==> src/rtl/div_seq.sv <==
// Iterative 32-bit restoring divider for DIV/DIVU. Accepts a held start request,
// runs 32 shift-subtract iterations and presents {remainder, quotient} until start drops.
module div_seq #(
  parameter int WIDTH = 32
) (
  input  logic        clk,
  input  logic        rst,
  input  logic        signed_div_i,
  input  logic [31:0] opdata1_i,
  input  logic [31:0] opdata2_i,
  input  logic        start_i,
  input  logic        annul_i,
  output logic [63:0] result_o,
  output logic        ready_o,
  output logic        busy_o
);

  // Handshake: start_i is held by the requester until it has seen ready_o; the
  // result stays valid (ready_o=1) for as long as start_i remains high.

  typedef enum logic [1:0] {
    IDLE   = 2'd0,
    BYZERO = 2'd1,
    RUN    = 2'd2,
    DONE   = 2'd3
  } state_e;

  state_e      state_q, state_d;
  logic [5:0]  cnt_q, cnt_d;
  logic [64:0] work_q, work_d;
  logic [31:0] divisor_q, divisor_d;
  logic        signed_q, signed_d;
  logic        neg_quo_q, neg_quo_d;
  logic        neg_rem_q, neg_rem_d;
  logic [63:0] result_q, result_d;
  logic        ready_q, ready_d;

  logic [64:0] shifted;
  logic [32:0] trial;
  logic        trial_ok;
  logic [31:0] abs_op1, abs_op2;
  logic [31:0] quo_fix, rem_fix;

  always_comb begin
    shifted  = {work_q[63:0], 1'b0};
    trial    = shifted[64:32] - {1'b0, divisor_q};
    trial_ok = (shifted[64:32] >= {1'b0, divisor_q});
    abs_op1  = (signed_div_i && opdata1_i[31]) ? (~opdata1_i + 32'd1) : opdata1_i;
    abs_op2  = (signed_div_i && opdata2_i[31]) ? (~opdata2_i + 32'd1) : opdata2_i;
    quo_fix  = (signed_q && neg_quo_q) ? (~work_q[31:0] + 32'd1) : work_q[31:0];
    rem_fix  = (signed_q && neg_rem_q) ? (~work_q[63:32] + 32'd1) : work_q[63:32];
  end

  always_comb begin
    state_d   = state_q;
    cnt_d     = cnt_q;
    work_d    = work_q;
    divisor_d = divisor_q;
    signed_d  = signed_q;
    neg_quo_d = neg_quo_q;
    neg_rem_d = neg_rem_q;
    result_d  = result_q;
    ready_d   = ready_q;

    unique case (state_q)
      IDLE: begin
        if (start_i && !annul_i) begin
          signed_d  = signed_div_i;
          divisor_d = abs_op2;
          work_d    = {33'd0, abs_op1};
          cnt_d     = 6'd0;
          neg_quo_d = signed_div_i & (opdata1_i[31] ^ opdata2_i[31]);
          neg_rem_d = signed_div_i & opdata1_i[31];
          state_d   = (opdata2_i == 32'd0) ? BYZERO : RUN;
        end
      end
      BYZERO: begin
        if (annul_i) begin
          state_d = IDLE;
        end else begin
          state_d  = DONE;
          result_d = 64'd0;
          ready_d  = 1'b1;
        end
      end
      RUN: begin
        if (annul_i) begin
          state_d = IDLE;
        end else if (cnt_q == 6'd32) begin
          state_d  = DONE;
          result_d = {rem_fix, quo_fix};
          ready_d  = 1'b1;
        end else begin
          // Quotient bits enter at the LSB as the dividend shifts out the top.
          work_d = trial_ok ? {trial, shifted[31:1], 1'b1} : shifted;
          cnt_d  = cnt_q + 6'd1;
        end
      end
      DONE: begin
        if (!start_i) begin
          state_d  = IDLE;
          result_d = 64'd0;
          ready_d  = 1'b0;
        end
      end
      default: state_d = IDLE;
    endcase
  end

  always_ff @(posedge clk) begin
    if (rst) begin
      state_q   <= IDLE;
      cnt_q     <= 6'd0;
      work_q    <= 65'd0;
      divisor_q <= 32'd0;
      signed_q  <= 1'b0;
      neg_quo_q <= 1'b0;
      neg_rem_q <= 1'b0;
      result_q  <= 64'd0;
      ready_q   <= 1'b0;
    end else begin
      state_q   <= state_d;
      cnt_q     <= cnt_d;
      work_q    <= work_d;
      divisor_q <= divisor_d;
      signed_q  <= signed_d;
      neg_quo_q <= neg_quo_d;
      neg_rem_q <= neg_rem_d;
      result_q  <= result_d;
      ready_q   <= ready_d;
    end
  end

  assign result_o = result_q;
  assign ready_o  = ready_q;
  assign busy_o   = (state_q == BYZERO) || (state_q == RUN);

endmodule

==> config.mk <==
export PLATFORM = sky130hd
export DESIGN_NAME = div_seq
export DESIGN_NICKNAME = d
export VERILOG_FILES = /design/src/rtl/div_seq.sv
export SDC_FILE = /design/constraint.sdc
export NUM_CORES = 1
export LEC_CHECK = 0
export ABC_CLOCK_PERIOD_IN_PS = 2660
export BUFFER_PORTS_ARGS = -buffer_cell sky130_fd_sc_hd__buf_2
export CAP_MARGIN = 10
export CELL_PAD_IN_SITES_DETAIL_PLACEMENT = 1
export CELL_PAD_IN_SITES_GLOBAL_PLACEMENT = 1
export CORE_MARGIN = 2
export CORE_UTILIZATION = 25
export DETAILED_ROUTE_END_ITERATION = 8
export PLACE_DENSITY_LB_ADDON = 0.05
export SYNTH_ARGS = -nofsm -noshare
export SYNTH_HDL_FRONTEND = slang
export SYNTH_SLANG_ARGS = --single-unit
==> constraint.sdc <==
create_clock -name clk -period 2.66 [get_ports clk]
set_input_delay 0.133 -clock clk [delete_from_list [all_inputs] [get_ports clk]]
set_output_delay 0.133 -clock clk [all_outputs]
set_load 0.05 [all_outputs]
==> metrics.cfg <==
[yosys]
syn_area_um2 = 10800
synth_cells = 1453
postSynthAreaPerCell_um2 = 7.46
synth_fa_ha_area_frac = 0.0503
ys_ff_latch = 172
synth_compound_area_frac = 0.240
synth_top_family_by_area = compound AO/OA/AOI/OAI gates
synth_xor_xnor_area_share = 0.119
synth_flop_cell = dfxtp_1
synth_seq_area_share = 0.318
synth_nets = 1565
synth_cell_types = 70
yosysWarningCount = 0
synthMuxAreaShare = 0.00831
yosys.area_share.simple = 0.215
async_flop_share = 0
synth-edff-count = 0

[cells_and_area]
syn_to_final_growth_pct = 33.3
ff_latch_area_um2 = 3460
drive_above_1_share = 0.257
multi_input_area_um2 = 7380
nets = 1802
antenna_cells = 0
fillers = 5210

[clocking]
clk_latency_ns = 0.47
cts_tree = built
clock_sinks = 172
cts.clk_slew.worst_paths_ns = 0.07
htreeDepth = 4
cts_made_buffers = 17
root_buffer = clkbuf_16
clock_path_buffers = 2

[critical_path]
worstPathArrival_ns = 3.02
ff2ff_path_depth = 13
crit_required_ns = 3.01
cp_common_cell = inv_2
crit_family = compound AO/OA/AOI/OAI gates
crit_type = reg2reg
crit_buf_inv = 2
critPathMaxFanout = 3
cp.depth = 13
end_kind = register
path_cells = inv_2 -> ha_4 -> inv_2 -> fa_2 -> a21oi_2 -> o2bb2ai_2 -> a221o_1 -> a221oi_2 -> or2_4 -> o31ai_4 -> xor2_1 -> mux2i_1 -> o21ai_1
setup.worst_path.start_class = register
slowest_stage = fa_2
cpPeakStageDelay_ns = 0.39

[sta]
worst_slack_ns = -0.00113
period_needed_ns = 2.66
slew_violations = 0
rsz0062_at_grt = yes
fin_tns_setup_ns = -0.00113
final.period_utilization = 1.00
fmax_mhz = 376
slew-limit-headroom = 0.485
setup_viol = 1
worst_pin_slew_ns = 0.771
fin_hold_ws_ns = 0.0216
clock_skew_ns = 0.0118
finalHoldViolations = 0

[pwr]
p_sw_mw = 4.87
p_clk_frac = 0.234
power_density_nw_per_um2 = 790
internal_power_mw = 6.53
power.leakage_nw = 5.75
power.total_mw = 11.4
ir_drop_mv = 0.467
pwr-share-comb = 0.495
p_sw_frac = 0.427
p_seq_frac = 0.271

[global_route]
antenna_found_initial = 0
grt_max_degree = 107
grt_pass1_wl_mm = 65.0
grt_pass1_vias = 10900
track_usage = 0.189
gr-total-overflow = 0

[placed_design]
gp_congestion = 0.833
dp_slack_ns = -0.180
port_buffers = 134
place_hpwl_mm = 32.9

[floorplanning]
die_width_um = 212
core-area_um2 = 42900
rows = 76
start_util = 0.253
pin_count = 135
die-area_um2 = 45000
fp.dieH_um = 212

[run]
drv_cap = 0

[hold_path]
hold_path_depth = 3
hp-class = in2reg

[outcome]
violations = negative setup slack
status = complete, but fails checks

[drt]
wl_per_cell_um = 18.5
drt_pass1_iterations = 5
vias_per_cell = 4.80
drtIter0Drc = 459
vias = 11000
drc = 0
routed_wl_mm = 42.3
antenna_left = 0

what timing repair did:
| action | in CTS | in global routing |
|---|---|---|
| endpoints found under the setup margin | 32 | 47 |
| gates cloned | 0 | 1 |
| resized for setup | 38 | 104 |
| hold buffers | 8 | 0 |
| buffers inserted | 4 | 7 |
| endpoints found under the hold margin | 8 | 0 |
| pin swaps | 19 | 43 |
placed cells by master (no fill, tap or decap), drive strengths merged, types with 10 or more instances in the layout:
cell / Yosys / layout
ha: 42 / 42
and3: 14 / 14
xnor2: 77 / 77
or4: 10 / 10
inv: 57 / 62
nand2: 230 / 230
a21oi: 126 / 126
nor3: 28 / 28
nand2b: 13 / 13
a22oi: 19 / 19
o41ai: 11 / 11
clkbuf: 67 / 20
or3: 12 / 12
a211oi: 24 / 24
a32oi: 12 / 12
buf: 15 / 291
a21o: 15 / 15
xor2: 70 / 70
o31ai: 18 / 18
nor2: 144 / 144
and2: 12 / 12
dfxtp: 172 / 172
nand3: 30 / 30
nor4: 11 / 11
o21ai: 141 / 141
worst paths after layout:
kind	startpoint	end	slack (ns)
worst max-delay path	work_q[31]	work_q[62]	-0.001
worst min-delay path	opdata2_i[2]	divisor_q[2]	0.02
worst max register to register	work_q[31]	work_q[62]	-0.001
worst min register to register	result_o[25]	result_o[25]	0.45
synth_stat cells, drive strengths merged, types with 13 or more instances:
| cell | n | share of area |
|---|---|---|
| buf | 15 | 0.0072 |
| a211oi | 24 | 0.017 |
| and3 | 14 | 0.0082 |
| nand3 | 30 | 0.014 |
| xor2 | 70 | 0.057 |
| ha | 42 | 0.048 |
| clkbuf | 67 | 0.023 |
| o21ai | 141 | 0.065 |
| a22oi | 19 | 0.013 |
| xnor2 | 77 | 0.062 |
| nor2 | 144 | 0.050 |
| a21o | 15 | 0.010 |
| nor3 | 28 | 0.014 |
| nand2 | 230 | 0.080 |
| dfxtp | 172 | 0.32 |
| inv | 57 | 0.020 |
| o31ai | 18 | 0.013 |
| nand2b | 13 | 0.0075 |
| a21oi | 126 | 0.060 |
worst register-to-register path, cell delays in order, from the launching register on:
cell,delay [ns]
dfxtp_2,0.33
inv_2,0.07
ha_4,0.13
inv_2,0.04
fa_2,0.39
a21oi_2,0.17
o2bb2ai_2,0.09
a221o_1,0.37
a221oi_2,0.31
or2_4,0.22
o31ai_4,0.07
xor2_1,0.17
mux2i_1,0.14
o21ai_1,0.08
per-stage QoR:
step                      instance area [µm²]  std cells   util
after floorplan                         10800       1453      -
after global placement                  13100       2236  0.306
after detailed placement                13100       2236  0.306
after CTS                               14000       2280  0.327
after global routing                    14400       2288  0.337
final                                   14400       2288  0.337
state kept, by name (all words and copies together) (netlist names):
register,flops
ready_o,1
divisor_q,32
neg_quo_q,1
state_q,2
signed_q,1
work_q,64
cnt_q,6
neg_rem_q,1
result_o,64
per-layer routing:
| metal | vias up | part of all wire | GRT usage |
|---|---|---|---|
| met5 | - | 0 | 0 |
| met4 | 0 | 0.0097 | 0.0491 |
| met2 | 115 | 0.44 | 0.289 |
| met3 | 19 | 0.019 | 0.0238 |
| li1 | 5559 | - | - |
| met1 | 5288 | 0.53 | 0.277 |
power by group through the flow:
stage	Clock, mW	Combinational [mW]	Sequential, mW
finish	2.67	5.64	3.10
global route	2.89	6.23	3.13
CTS	2.78	5.30	3.08
detailed placement	0	5.11	3.14
global placement	0	5.10	3.13
floorplan	0	3.03	3.14
logic make-up after synthesis:
logic type	Yosys count
buffers and inverters	139
AOI/OAI and AO/OA	419
DFF	172
muxes	9
and+or+nand+nor	524
xor gates and xnor gates	147
adders and majority gates	43
cell type report:
class	count	area share
multi-input cells	1142	0.511
repair buffers	300	0.142
clock inverters	13	0.0107
well taps	585	0.0507
clock buffers	19	0.0313
flip-flops and latches	172	0.240
inverters	57	0.0148
(Power assumes the default switching activity.)
